==> src/rtl/frame_load_writer_if.sv <==
// Bundles the pixel-stream, frame-memory write and done/ack handshake
// signals exchanged between the frame loader and its neighbours.
interface frame_load_writer_if #(
   parameter int PIX_W  = 8,
   parameter int ADDR_W = 17
);
   logic              in_valid;
   logic              in_ready;
   logic [PIX_W-1:0]  in_data;
   logic              in_sof;
   logic              mem_we;
   logic [ADDR_W-1:0] mem_addr;
   logic [PIX_W-1:0]  mem_wdata;
   logic              done;
   logic              done_ack;
   logic              frame_err;
   logic [7:0]        frame_cnt;

   // The writer itself: consumes the stream and ack, drives memory and status.
   modport slave (
      input  in_valid, in_data, in_sof, done_ack,
      output in_ready, mem_we, mem_addr, mem_wdata, done, frame_err, frame_cnt
   );

   modport master (
      output in_valid, in_data, in_sof, done_ack,
      input  in_ready, mem_we, mem_addr, mem_wdata, done, frame_err, frame_cnt
   );
endinterface

==> src/rtl/frame_load_writer.sv <==
// Loads one complete row-major frame from a valid/ready pixel stream into
// frame memory and holds done until the downstream stage acknowledges it.
module frame_load_writer #(
   parameter int IMG_W  = 320,
   parameter int IMG_H  = 240,
   parameter int PIX_W  = 8,
   parameter int ADDR_W = 17
) (
   input logic                  clk,
   input logic                  reset,
   frame_load_writer_if.slave   bus
);

   localparam logic [ADDR_W-1:0] LAST_ADDR = ADDR_W'(IMG_W * IMG_H - 1);

   typedef enum logic [1:0] {
      IDLE  = 2'd0,
      LOAD  = 2'd1,
      FLUSH = 2'd2,
      DONE  = 2'd3
   } state_t;

   state_t            state_q;
   logic [ADDR_W-1:0] cnt_q;
   logic [ADDR_W-1:0] cnt_d;
   logic              in_ready_q;
   logic              mem_we_q;
   logic [ADDR_W-1:0] mem_addr_q;
   logic [PIX_W-1:0]  mem_wdata_q;
   logic              done_q;
   logic              frame_err_q;
   logic [7:0]        frame_cnt_q;
   logic              accept;

   assign accept = bus.in_valid && in_ready_q;
   assign cnt_d  = cnt_q + ADDR_W'(1);

   // An in_sof beat always restarts at address 0, even on what would have
   // been the final pixel, so a truncated frame can never raise done.
   always_ff @(posedge clk) begin
      if (reset) begin
         state_q     <= IDLE;
         cnt_q       <= '0;
         in_ready_q  <= 1'b0;
         mem_we_q    <= 1'b0;
         mem_addr_q  <= '0;
         mem_wdata_q <= '0;
         done_q      <= 1'b0;
         frame_err_q <= 1'b0;
         frame_cnt_q <= '0;
      end else begin
         mem_we_q    <= 1'b0;
         frame_err_q <= 1'b0;
         case (state_q)
            IDLE: begin
               in_ready_q <= 1'b1;
               if (accept && bus.in_sof) begin
                  mem_we_q    <= 1'b1;
                  mem_addr_q  <= '0;
                  mem_wdata_q <= bus.in_data;
                  cnt_q       <= ADDR_W'(1);
                  if (LAST_ADDR == '0) begin
                     state_q    <= FLUSH;
                     in_ready_q <= 1'b0;
                  end else begin
                     state_q <= LOAD;
                  end
               end
            end
            LOAD: begin
               if (accept) begin
                  mem_we_q    <= 1'b1;
                  mem_wdata_q <= bus.in_data;
                  if (bus.in_sof) begin
                     mem_addr_q  <= '0;
                     cnt_q       <= ADDR_W'(1);
                     frame_err_q <= 1'b1;
                  end else begin
                     mem_addr_q <= cnt_q;
                     if (cnt_q == LAST_ADDR) begin
                        state_q    <= FLUSH;
                        in_ready_q <= 1'b0;
                     end else begin
                        cnt_q <= cnt_d;
                     end
                  end
               end
            end
            FLUSH: begin
               in_ready_q  <= 1'b0;
               state_q     <= DONE;
               done_q      <= 1'b1;
               frame_cnt_q <= frame_cnt_q + 8'd1;
            end
            DONE: begin
               if (bus.done_ack) begin
                  state_q    <= IDLE;
                  done_q     <= 1'b0;
                  in_ready_q <= 1'b1;
                  cnt_q      <= '0;
               end
            end
            default: begin
               state_q    <= IDLE;
               in_ready_q <= 1'b0;
            end
         endcase
      end
   end

   assign bus.in_ready  = in_ready_q;
   assign bus.mem_we    = mem_we_q;
   assign bus.mem_addr  = mem_addr_q;
   assign bus.mem_wdata = mem_wdata_q;
   assign bus.done      = done_q;
   assign bus.frame_err = frame_err_q;
   assign bus.frame_cnt = frame_cnt_q;

endmodule
==> src/flat_wrapper.sv <==
// flat-port wrapper written by rule: the top's interface ports become plain ports
module frame_load_writer_flat 
#(
   parameter int IMG_W  = 320,
   parameter int IMG_H  = 240,
   parameter int PIX_W  = 8,
   parameter int ADDR_W = 17
)
  (clk, reset, bus_in_valid, bus_in_data, bus_in_sof, bus_done_ack, bus_in_ready, bus_mem_we, bus_mem_addr, bus_mem_wdata, bus_done, bus_frame_err, bus_frame_cnt);
  frame_load_writer_if #(.PIX_W(PIX_W), .ADDR_W(ADDR_W)) bus_i ();
  input logic clk;
  input logic reset;
  input wire logic [$bits(bus_i.in_valid)-1:0] bus_in_valid;
  input wire logic [$bits(bus_i.in_data)-1:0] bus_in_data;
  input wire logic [$bits(bus_i.in_sof)-1:0] bus_in_sof;
  input wire logic [$bits(bus_i.done_ack)-1:0] bus_done_ack;
  output wire logic [$bits(bus_i.in_ready)-1:0] bus_in_ready;
  output wire logic [$bits(bus_i.mem_we)-1:0] bus_mem_we;
  output wire logic [$bits(bus_i.mem_addr)-1:0] bus_mem_addr;
  output wire logic [$bits(bus_i.mem_wdata)-1:0] bus_mem_wdata;
  output wire logic [$bits(bus_i.done)-1:0] bus_done;
  output wire logic [$bits(bus_i.frame_err)-1:0] bus_frame_err;
  output wire logic [$bits(bus_i.frame_cnt)-1:0] bus_frame_cnt;
  assign bus_i.in_valid = bus_in_valid;
  assign bus_i.in_data = bus_in_data;
  assign bus_i.in_sof = bus_in_sof;
  assign bus_i.done_ack = bus_done_ack;
  assign bus_in_ready = bus_i.in_ready;
  assign bus_mem_we = bus_i.mem_we;
  assign bus_mem_addr = bus_i.mem_addr;
  assign bus_mem_wdata = bus_i.mem_wdata;
  assign bus_done = bus_i.done;
  assign bus_frame_err = bus_i.frame_err;
  assign bus_frame_cnt = bus_i.frame_cnt;
  frame_load_writer #(.IMG_W(IMG_W), .IMG_H(IMG_H), .PIX_W(PIX_W), .ADDR_W(ADDR_W)) u_core (.clk(clk), .reset(reset), .bus(bus_i));
endmodule
==> config.mk <==
export PLATFORM = sky130hd
export DESIGN_NAME = frame_load_writer_flat
export DESIGN_NICKNAME = d
export VERILOG_FILES = /design/src/rtl/frame_load_writer_if.sv /design/src/rtl/frame_load_writer.sv /design/src/flat_wrapper.sv
export SDC_FILE = /design/constraint.sdc
export NUM_CORES = 1
export LEC_CHECK = 0
export ABC_AREA = 1
export CORE_AREA = 8 8 85 87
export DETAILED_ROUTE_END_ITERATION = 8
export DIE_AREA = 0 0 93 95
export PLACE_DENSITY = 0.79
export SLEW_MARGIN = 20
export SYNTH_ARGS = -nofsm -noshare
export SYNTH_HDL_FRONTEND = slang
export SYNTH_SLANG_ARGS = --single-unit
export TNS_END_PERCENT = 1
==> constraint.sdc <==
create_clock -name clk -period 1.79 [get_ports clk]
set_clock_uncertainty 0.2 [all_clocks]
set_input_delay 0.2685 -clock clk [delete_from_list [all_inputs] [get_ports clk]]
set_output_delay 0.2685 -clock clk [all_outputs]
set_load 0.01 [all_outputs]
==> results.json, run 1 <==
{
  "synth_top_area_cell": "dfxtp_1",
  "clock_sinks": 56,
  "ys_seq_area_share_pct": 41.5,
  "critPathLaunchType": "flip-flop",
  "die_h_um": 95,
  "drcViolationCount": 0,
  "timing.setup.tns_ps": 0,
  "timing.hold.ws_ps": 268,
  "critPathRequiredTime_ps": 1820,
  "syn_inst": 389,
  "placed_cells": 537,
  "clk_latency_ps": 320,
  "synth.area.top_cells": "dfxtp_1 42%, nand2_1 12%, nor2_1 8.6%",
  "fin_cells": 552,
  "p_per_area_mw_per_mm2": 1110,
  "drive_gt1_share_pct": 19.5,
  "area_delta_synth_final_pct": 40.7,
  "slew-limit-headroom_pct": 79.4,
  "wirelength_um": 7760,
  "antenna_found_initial": 0,
  "vias": 2859,
  "mostFrequentLayoutCells": "83 x nand2_1, 60 x nor2_1, 49 x clkdlybuf4s50_1",
  "fp.dieArea_mm2": 0.00884,
  "period_needed_ps": 1750,
  "ys_types": 31,
  "synth_top_area_share_pct": 41.5,
  "ir_worst_vdd_uv": 950,
  "dp_hpwl_um": 5510,
  "cap_violations": 0,
  "synth.avg_cell_area_um2": 6.94,
  "crit_path_end_kind": "flip-flop",
  "setup_viol": 0,
  "fmax_mhz": 572,
  "numCtsBuffers": 5,
  "hp-class": "flip-flop to flip-flop",
  "cts_buffer_depth": 2,
  "grt_pass1_wl_um": 12400,
  "num_rows": 28,
  "yosysWarnings": 0,
  "final_max_slew_viol_count": 0,
  "seq_area_mm2": 0.00114,
  "rsz0062_at_grt": "yes",
  "synthesis.nets": 409,
  "ctsRootBufferMaster": "clkbuf_8",
  "coreArea_mm2": 0.00582,
  "status": "completed",
  "port_buffers": 49,
  "critPathMaxFanout": 7,
  "critPathArrivalTime_ps": 1780,
  "worst_slew_pin_slew_ps": 308,
  "grt.total_usage_pct": 17.0,
  "start_util_pct": 46.4,
  "drt-vias-per-instance": 5.18,
  "multi_input_area_mm2": 0.00149,
  "overflow": 0,
  "grt_max_degree": 26,
  "cts_max_level": 2,
  "cts_tree": "built",
  "worstSetupPathType": "flip-flop to flip-flop",
  "leakage_nw": 1.52,
  "nets": 496,
  "synth_area_mm2": 0.00270,
  "detail_route.wl_per_cell_um": 14.0,
  "fillers": 498,
  "drtIter0Drc": 344,
  "antenna_left": 0,
  "ios": 50,
  "clkTransAtPathRegs_ps": 110,
  "period_share_pct": 97.7,
  "fp.dieW_um": 93,
  "diodes": 0,
  "finalWeightedCongestion": 0.929,
  "final_common_cell": "nand2_1",
  "grt_pass1_vias": 2698,
  "drtPass1Iterations": 6,
  "hold_violations": 0,
  "postCtsHoldBufs": 0,
  "ys_ff_latch": 56
}
-- state kept, by name, indices dropped and copies added, names as in the netlist --
name and count:
u_core.bus.in_ready 1, u_core.state_q 2, u_core.bus.mem_addr 17, u_core.bus.frame_cnt 8, u_core.cnt_q 17, u_core.bus.mem_wdata 8
u_core.bus.done 1, u_core.bus.mem_we 1, u_core.bus.frame_err 1
-- power by group --
part           internal, mW  leakage [nW]  switching (mW)  total [mW]
combinational         0.864          1.02            1.05        1.91
clock                 0.279        0.0404           0.453       0.732
sequential             1.45         0.460           0.124        1.57
-- timing repair --
item,4_1_cts,5_1_grt
setup buffers,0,5
pin swaps,2,7
resized for setup,4,39
setup endpoints to repair,26,53
cloned,0,2
-- cell type report --
type	instances	area share [%]
Sequential cell	56	30.0
Clock buffer	5	1.81
Timing Repair Buffer	89	21.7
Clock inverter	3	0.626
Tap cell	75	2.47
Inverter	40	4.18
Multi-Input combinational cell	284	39.2
-- final timing paths --
| path | depth (start not counted) | startpoint | slack (ps) | to |
|---|---|---|---|---|
| max | 9 | u_core.state_q[1] | 40 | u_core.cnt_q[5] |
| min | 2 | u_core.bus.mem_addr[11] | 270 | u_core.bus.mem_addr[11] |
| max reg2reg | 9 | u_core.state_q[1] | 40 | u_core.cnt_q[5] |
| min reg2reg | 2 | u_core.bus.mem_addr[11] | 270 | u_core.bus.mem_addr[11] |
-- routing by layer --
layer / part of all wire [%] / track usage [%]
met1: 43 / 20.3
met2: 47 / 27.9
met3: 8.3 / 5.95
met4: 1.7 / 5.77
met5: 0 / 0
-- cells in the mapped netlist --
cell type and n:
nor2_4 2, nor2_1 62, inv_1 37, nand3_1 43, ha_1 7, xor2_1 2
buf_1 1, buf_2 5, a21oi_1 26, nor2_8 1, xnor2_1 1, nor2_2 1
nand4_1 3, o21ai_1 2, inv_4 1, o21ai_0 23, nand2_4 1, dfxtp_1 56
nand2_1 85, a31oi_1 1, a211oi_1 1, nand3_2 1, clkbuf_1 5, nand2_8 1
o21bai_1 1, nor3_1 12, nor3b_1 1, nand2_2 3, inv_2 2, nand3b_1 1
nand3_4 1
-- worst max-delay path, stage by stage (launching register included) --
cell and delay [ps]:
dfxtp_2 350, inv_2 60, ha_4 180, nand2_2 110, buf_6 150, clkinvlp_4 150, o21ai_1 110, nand3_1 150
nor2_1 140, nor2_1 60
-- metrics by stage --
stage               instance area (um2)  worst slack [ps]  power, mW  utilization (%)
floorplan                          2700              1.64       2.52                -
global placement                   3520              -167       3.29             60.6
CTS                                3620             -8.28       4.06             62.3
finish                             3800              41.7       4.22             65.3
detailed placement                 3520              -196       3.34             60.6
global route                       3800             -48.5       4.50             65.3
-- logic make-up after synthesis --
group	share of synthesized area (%)
buffers and inverters	7.42
and+or+nand+nor	36.6
adders and majority gates	3.25
AOI/OAI and AO/OA	10.2
xor gates and xnor gates	0.974
DFF	41.5
No activity file was read; power rests on OpenSTA's default activity.
==> inputs of run 2 (changes only) <==
REMOVE_ABC_BUFFERS = 1   (was unset)
==> results.json, run 2 (synthesis gave the netlist of run 1 again) <==
{
  "status": "completed",
  "period_needed_ps": 1730,
  "drive_gt1_share_pct": 17.8,
  "postCtsHoldBufs": 0,
  "ir_worst_vdd_uv": 910,
  "detail_route.wl_per_cell_um": 14.3,
  "grt_pass1_vias": 2755,
  "fp.dieW_um": 93,
  "antenna_found_initial": 0,
  "mostFrequentLayoutCells": "81 x nand2_1, 60 x nor2_1, 48 x dfxtp_1",
  "final_max_slew_viol_count": 0,
  "critPathRequiredTime_ps": 1820,
  "power_mw": 4.29,
  "cap_violations": 0,
  "clk_latency_ps": 320,
  "wirelength_um": 7900,
  "worst_slew_pin_slew_ps": 278,
  "slew-limit-headroom_pct": 81.3,
  "hp-class": "flip-flop to flip-flop",
  "worstSetupPathType": "flip-flop to flip-flop",
  "start_util_pct": 46.4,
  "timing.setup.tns_ps": 0,
  "critPathArrivalTime_ps": 1760,
  "ios": 50,
  "critPathLaunchType": "flip-flop",
  "crit_path_cell_trace": "inv_1, ha_1, inv_1, nand2_2, nor2_8, buf_4, nand3_1, nor2_1, nor2_1",
  "ctsRootBufferMaster": "clkbuf_8",
  "drtIter0Drc": 181,
  "clock_sinks": 56,
  "finalWeightedCongestion": 0.858,
  "fmax_mhz": 576,
  "die_h_um": 95,
  "nets": 497,
  "rsz0062_at_grt": "yes",
  "crit_path_end_kind": "flip-flop",
  "cts_tree": "built",
  "drcViolationCount": 0,
  "fp.dieArea_mm2": 0.00884,
  "drt-vias-per-instance": 5.07,
  "dp_hpwl_um": 5620,
  "hold_violations": 0,
  "p_per_area_mw_per_mm2": 1130,
  "cp_top_family": "simple AND/OR/NAND/NOR gates",
  "port_buffers": 49,
  "grt_max_degree": 21,
  "cts_max_level": 2,
  "vias": 2804,
  "drtPass1Iterations": 4,
  "diodes": 0,
  "final_common_cell": "nand2_1",
  "leakage_nw": 1.62,
  "critPathMaxFanout": 4,
  "grt_pass1_wl_um": 12900,
  "cpPeakStageDelay_ps": 370,
  "critPathSlowestCell": "dfxtp_4",
  "overflow": 0,
  "antenna_left": 0,
  "grt.total_usage_pct": 17.9,
  "coreArea_mm2": 0.00582,
  "area_delta_synth_final_pct": 41.0,
  "cts_buffer_depth": 2,
  "numCtsBuffers": 5,
  "critical_path_buf_inv_count": 3,
  "fillers": 534,
  "num_rows": 28,
  "setup_viol": 0,
  "clkTransAtPathRegs_ps": 100,
  "period_share_pct": 96.9
}
-- run 2: cell types whose count changed in the layout (fill, tap and decap cells not counted), moves of 2 or more --
cell and delta:
dlymetal6s2s_1 +3, inv_1 +2, dfxtp_1 +4, nand3_2 -2, nor2_4 -2, nand2_1 -2, buf_12 +2, clkdlybuf4s50_1 -3
dfxtp_2 -5, clkinvlp_4 -2, nand2_4 -2, nor2_2 +2, nand2_2 +3
-- run 2: path summary, 6_finish.rpt --
path / start / slack, ps / end / depth (start not counted)
hold / removal: u_core.bus.mem_addr[4] / 270 / u_core.bus.mem_addr[4] / 2
setup reg to reg: u_core.state_q[0] / 60 / u_core.cnt_q[5] / 9
setup / recovery: u_core.state_q[0] / 60 / u_core.cnt_q[5] / 9
hold reg to reg: u_core.bus.mem_addr[4] / 270 / u_core.bus.mem_addr[4] / 2
-- run 2: layout make-up --
cell class / count / area, um2 / share of cell area, %
timing repair buffer: 92 / 892 / 23.4
multi-input combinational: 282 / 1440 / 37.9
tap: 75 / 93.8 / 2.47
clock buffer: 6 / 72.6 / 1.91
sequential: 56 / 1140 / 29.8
clock inverter: 2 / 16.3 / 0.427
inverter: 40 / 153 / 4.01
-- run 2: metal layers --
layer	share of wire (%)	track usage, %	vias up
li1	-	-	1426
met1	44	21.1	1293
met2	49	30.8	70
met3	5.0	4.60	15
met4	1.8	6.58	0
met5	0	0	-
-- run 2: per-stage QoR --
step	cell area [um2]	setup WS (ps)	utilization (%)	hold WS [ps]	std cells
detailed placement	3530	-267	60.7	253	538
CTS	3700	2.53	63.6	269	551
floorplan	2650	-294	-	138	378
global placement	3530	-245	60.7	250	538
global route	3810	-65.2	65.4	294	553
finish	3810	55.1	65.4	268	553
-- run 2: timing repair --
item,in CTS,in global routing
pin swaps,4,4
endpoints found under the hold margin,0,0
gates resized for setup,6,27
cloned,0,1
endpoints found under the setup margin,37,51
setup buffers,5,1
-- run 2: tightest hold or removal path, cell delays in order, from the launching register on --
cell and delay (ps):
dfxtp_1 320, nand2_1 60, a21oi_1 50
-- run 2: power by group --
part           total (mW)  internal [mW]  leakage, nW  switching, mW
logic                1.99          0.936         1.12           1.05
registers            1.58           1.45        0.459          0.125
clock network       0.719          0.280       0.0414          0.439
total                4.29           2.67         1.62           1.62
==> RTL edit 1, RTL diff (settings of run 1) <==
The 4 states of `state_t` get a one-hot encoding in 4 bits.
--- a/src/rtl/frame_load_writer.sv
+++ b/src/rtl/frame_load_writer.sv
@@ -13,11 +13,11 @@
 
    localparam logic [ADDR_W-1:0] LAST_ADDR = ADDR_W'(IMG_W * IMG_H - 1);
 
-   typedef enum logic [1:0] {
-      IDLE  = 2'd0,
-      LOAD  = 2'd1,
-      FLUSH = 2'd2,
-      DONE  = 2'd3
+   typedef enum logic [3:0] {
+      IDLE  = 4'b0001,
+      LOAD  = 4'b0010,
+      FLUSH = 4'b0100,
+      DONE  = 4'b1000
    } state_t;
 
    state_t            state_q;
Check against the original RTL: no difference found for any inputs over 10 cycles, from zero or initial values and one cycle with reset high; not proved beyond that.
==> RTL edit 1 against run 1 <==
The flow now finishes with violations (setup timing); wire length grew 0.36%; first-iteration DRC count shrank 36%; worst setup slack lost 0.058 ns; count of clock-buffer cells in the layout grew 7; final area grew 7.1%; sequential cell count grew 2; die area is the same; hold slack lost 0.059 ns; synthesized area grew 4.1%.
Power is not compared: it rests on default switching activity, and its combinational part moved more than twofold at a synthesized area within 25%.
==> RTL edit 1: results (changes against run 1) <==
| Metric | Value |
|---|---|
| Status | `complete, but fails checks` |
| Failing checks | `setup timing` |
| Number of inserted diodes | `0 (unchanged)` |
| Placer Congestion | `0.883 (-5.0%)` |
| Int Pwr | `2510 uW` |
| Arrival time at the worst endpoint | `1.89 ns (+0.11 ns)` |
| Final Hold Vio Count | `0 (unchanged)` |
| Hold Crit Depth | `4 (+2)` |
| Post-synth cell types | `29 (-6.5%)` |
| Clock Latency Late Sink | `0.35 ns (+0.03 ns)` |
| CTS clk-pin slew, worst paths | `0.06 ns (-0.05 ns)` |
| Port-buffer cells | `49 (unchanged)` |
| Fraction of the yosys area taken by sequential cells | `41.3% (-0.22 points)` |
| Drt via density | `5.14 (-0.85%)` |
| Pin count of the biggest net entering global routing | `33 (+27%)` |
| Dpl ws | `-0.304 ns (-0.108 ns)` |
| HP Start | `bus_in_sof` |
| Relative slew slack | `76.5% (-2.9 points)` |
| Maximum buffer depth of the clock tree | `2 (unchanged)` |
| Syn_nets | `417 (+2.0%)` |
| Initial DRC Count | `221 (-36%)` |
| Reg2Reg Depth | `11 (+2)` |
| Global-route wire length before repair | `12.0 mm (-3.1%)` |
| DP Wirelength | `5.28 mm (-4.2%)` |
| Gr usage total | `17.0% (-0.058 points)` |
| CP max stage cell | `dfxtp_4` |
| CTS root buffer | `clkbuf_8` |
| Area contributors post-synth | `dfxtp_1 (41%), nand2_1 (11%), nor2_1 (8.5%), nand3_1 (7.1%), a21oi_1 (5.7%)` |
| CTS H-tree depth | `3 (+1)` |
| Post-synth top cells | `nand2_1 (82), nor2_1 (64), dfxtp_1 (58), nand3_1 (40), inv_1 (35)` |
| HP Class | `input pin to flop` |
| Final setup vio count | `1 (+1)` |
| LEAKAGE | `0.00164 uW` |
| Share of post-route cells with drive strength above 1 | `22.9% (+3.4 points)` |
| Routed WL | `7.78 mm (+0.36%)` |
| Crit-path max FO | `6 (-1)` |
| DR pass1 iterations | `6 (unchanged)` |
| Vias in the first global route | `2674 (-0.89%)` |
| Initial antenna violation count | `0 (unchanged)` |
| Setup tns final | `-0.0166 ns (-0.0166 ns)` |
| Worst setup margin | `-0.0166 ns (-0.0583 ns)` |
| Total CTS buffers | `9 (+4)` |
| Final #Nets | `504 (+1.6%)` |
| RR Endpoint | `u_core.cnt_q[10]` |
-- RTL edit 1: cell count changes after synthesis, moves of 3 or more --
cell	change
nand4_1	+4
nand3_1	-3
nor3_1	-7
inv_2	+5
nor2_2	+6
a21oi_1	+6
nand3_2	+7
o21ai_0	-6
ha_1	-5
nand2_1	-3
-- RTL edit 1: power by group through the flow --
stage                     Sequential (uW)  Combinational (uW)  Clock, uW
after CTS                            1380                 578       1430
after detailed placement             1410                 576          0
after global routing                 1390                 696       1470
after global placement               1400                 562          0
after floorplan                      1430                 283          0
final                                1380                 638       1400
-- RTL edit 1: final cells by class --
| type | instances | area, sq um |
|---|---|---|
| Clock inverter | 4 | 73.8 |
| Fill cell | 458 | 1750 |
| Sequential cell | 58 | 1180 |
| Multi-Input combinational cell | 289 | 1520 |
| Timing Repair Buffer | 89 | 893 |
| Inverter | 42 | 158 |
| Clock buffer | 12 | 155 |
| Tap cell | 75 | 93.8 |
-- RTL edit 1: repair_timing --
action / 4_1_cts / 5_1_grt
hold endpoints to repair: 0 / 0
resized for setup: 2 / 41
hold buffers: 0 / 0
setup endpoints to repair: 3 / 35
pin swaps: 0 / 14
setup buffers: 0 / 3
gates cloned: 0 / 2
-- RTL edit 1: worst min path at each step --
| stage | slack (ns) | endpoint |
|---|---|---|
| after floorplan | 0.23 | u_core.bus.mem_wdata[0] |
| after global placement | 0.25 | u_core.bus.mem_addr[1] |
| after detailed placement | 0.26 | u_core.bus.mem_addr[2] |
| after CTS | 0.27 | u_core.bus.mem_addr[2] |
| after global routing | 0.24 | u_core.bus.frame_err |
| final | 0.21 | u_core.bus.frame_err |
-- RTL edit 1: per-layer routing --
metal	global-route usage [%]	wire length (um)
met1	18.3	3280
met2	29.9	3770
met3	5.00	537
met4	8.19	198
met5	0	0
-- RTL edit 1: per-stage QoR --
stage	area, sq um	cells	hold slack, ns
final	4070	569	0.209
after global routing	4070	569	0.237
after CTS	3880	564	0.265
after detailed placement	3650	548	0.255
after global placement	3650	548	0.250
after floorplan	2810	402	0.232
-- RTL edit 1: critical path: cells and delay by family, from the launching register on --
| family | cells | cell delay [ns] |
|---|---|---|
| AND/OR/NAND/NOR | 9 | 0.90 |
| flip-flops | 1 | 0.36 |
| buffers and inverters | 2 | 0.27 |
-- RTL edit 1: kinds of logic after synthesis --
logic type                 share of synthesized area, %
xor gates and xnor gates                          0.623
buffers and inverters                              8.33
and+or+nand+nor                                    39.7
adders and majority gates                         0.890
AOI/OAI and AO/OA                                  9.17
DFF                                                41.3
==> RTL edit 2, RTL diff (settings of run 1) <==
Without the edit above. `ADDR_W` is set to 17 in 3 places; all go to 15.
--- a/src/rtl/frame_load_writer_if.sv
+++ b/src/rtl/frame_load_writer_if.sv
@@ -2,7 +2,7 @@
 // signals exchanged between the frame loader and its neighbours.
 interface frame_load_writer_if #(
    parameter int PIX_W  = 8,
-   parameter int ADDR_W = 17
+   parameter int ADDR_W = 15
 );
    logic              in_valid;
    logic              in_ready;
--- a/src/rtl/frame_load_writer.sv
+++ b/src/rtl/frame_load_writer.sv
@@ -4,7 +4,7 @@
    parameter int IMG_W  = 320,
    parameter int IMG_H  = 240,
    parameter int PIX_W  = 8,
-   parameter int ADDR_W = 17
+   parameter int ADDR_W = 15
 ) (
    input logic                  clk,
    input logic                  reset,
--- a/src/flat_wrapper.sv
+++ b/src/flat_wrapper.sv
@@ -4,7 +4,7 @@
    parameter int IMG_W  = 320,
    parameter int IMG_H  = 240,
    parameter int PIX_W  = 8,
-   parameter int ADDR_W = 17
+   parameter int ADDR_W = 15
 )
   (clk, reset, bus_in_valid, bus_in_data, bus_in_sof, bus_done_ack, bus_in_ready, bus_mem_we, bus_mem_addr, bus_mem_wdata, bus_done, bus_frame_err, bus_frame_cnt);
   frame_load_writer_if #(.PIX_W(PIX_W), .ADDR_W(ADDR_W)) bus_i ();
Ports: changed (resized bus_mem_addr); port bits go from 50 to 48. The function was not compared with the original's and may differ.
==> RTL edit 2 against run 1 <==
Total power shrank 5.2%; wire length fell by 14%; worst setup slack better by 0.0038 ns; synthesized cell count shrank 6.2%; combinational power shrank 14%; synthesized area shrank 5.0%; sequential cell count fell by 4; final area is 6.2% lower; global-route usage decreased by 2.1 points.
==> RTL edit 2: results (changes against run 1) <==
| Metric | Value |
|---|---|
| Crit path max-delay family | `simple AND/OR/NAND/NOR gates` |
| Global-route wire length before repair | `10.8 mm (-13%)` |
| CP max stage cell | `dfxtp_4` |
| CTS H-tree depth | `2 (unchanged)` |
| Gr usage total | `15.0% (-2.1 points)` |
| Crit-path max FO | `8 (+1)` |
| CTS clk-pin slew, worst paths | `0.10 ns` |
| Reg2Reg Depth | `10 (+1)` |
| Syn_nets | `385 (-5.9%)` |
| Ys flop type | `dfxtp_1` |
| Initial DRC Count | `178 (-48%)` |
| Final #Nets | `459 (-7.5%)` |
| Placed Cells | `503 (-6.3%)` |
| Area after DPL | `3310 sq um (-5.9%)` |
| Combinational group share of total power | `41.0% (-4.3 points)` |
| Post-synth top cells | `nand2_1 (88), dfxtp_1 (52), nor2_1 (44), inv_1 (40), nand3_1 (36)` |
| Fraction of the yosys area taken by sequential cells | `40.6% (-0.93 points)` |
| Pin count of the biggest net entering global routing | `29 (+12%)` |
| Critical Path Sink | `u_core.cnt_q[6]` |
| Total CTS buffers | `5 (unchanged)` |
| Max incr delay on CP | `0.38 ns (+0.03 ns)` |
| Share of post-route cells with drive strength above 1 | `17.5% (-2.0 points)` |
| Routed WL | `6.70 mm (-14%)` |
| Initial antenna violation count | `0 (unchanged)` |
| Worst setup path start | `u_core.state_q[0]` |
| Vias in the first global route | `2362 (-12%)` |
| Status | `finished, final reports clean` |
| HP Class | `flop to flop` |
| Hold Path End | `u_core.bus.mem_addr[5]` |
| LEAKAGE | `0.00153 uW (+0.48%)` |
| Port-buffer cells | `47 (-4.1%)` |
| Flop pwr share | `35.6% (-1.7 points)` |
| Sw frac | `34.2% (-4.4 points)` |
| Clock Latency Late Sink | `0.30 ns (-0.02 ns)` |
| DR pass1 iterations | `4 (-2)` |
| Drt via density | `4.96 (-4.2%)` |
| DR WL/cell | `13.0 um (-7.3%)` |
| Final Power | `4000 uW (-5.2%)` |
| Area contributors post-synth | `dfxtp_1 (41%), nand2_1 (13%), nand3_1 (7.0%), nor2_1 (6.4%), inv_1 (5.9%)` |
| Relative slew slack | `82.6% (+3.2 points)` |
| Placer Congestion | `0.904 (-2.6%)` |
| Worst VDD drop | `0.594 mV (-37%)` |
| DP Wirelength | `4.86 mm (-12%)` |
| HP Start | `u_core.bus.mem_addr[5]` |
| Synthesized area per cell | `7.02 sq um (+1.2%)` |
RTL edit 2: cell types whose count changed after synthesis, sizes merged, moves of 4 or more:
cell | run 1 | this run
clkinv | 0 | 4
dfxtp | 56 | 52
nand2 | 90 | 96
nand3 | 45 | 39
nor2 | 66 | 52
nor3 | 12 | 6
o21ai | 25 | 16
RTL edit 2: cell families (layout without fill, tap and decap cells):
logic type / count (synthesis) / after routing / synth area share [%]
DFF: 52 / 52 / 40.6
and+or+nand+nor: 197 / 197 / 36.0
adders and majority gates: 7 / 7 / 3.42
buffers and inverters: 59 / 133 / 9.57
xor gates and xnor gates: 3 / 3 / 1.03
AOI/OAI and AO/OA: 47 / 47 / 9.42
RTL edit 2: stage by stage:
| stage | setup slack (ns) | hold WS (ns) | setup TNS [ns] |
|---|---|---|---|
| 2_1_floorplan | 0.0682 | 0.203 | 0 |
| 3_3_place_gp | -0.135 | 0.250 | -2.45 |
| 3_5_place_dp | -0.162 | 0.256 | -3.72 |
| 4_1_cts | 0.0213 | 0.270 | 0 |
| 5_1_grt | -0.0363 | 0.285 | -0.160 |
| 6_report | 0.0455 | 0.269 | 0 |
RTL edit 2: cell type report:
cell class                 instances  area, sq um
tap                               75         93.8
multi-input combinational        254         1350
clock inverter                     2         60.1
fill                             525         2250
inverter                          46          178
sequential                        52         1050
timing repair buffer              80          769
clock buffer                       5         68.8
RTL edit 2: per-layer routing:
layer	share of wire, %	vias to the layer above	GRT usage (%)
met4	1.8	0	6.44
li1	-	1304	-
met1	43	1141	17.5
met5	0	-	0
met3	6.8	8	4.05
met2	48	97	25.2
RTL edit 2: timing repair:
item,4_1_cts,5_1_grt
setup endpoints to repair,23,41
setup buffers,0,4
resized for setup,4,21
pin swaps,0,6
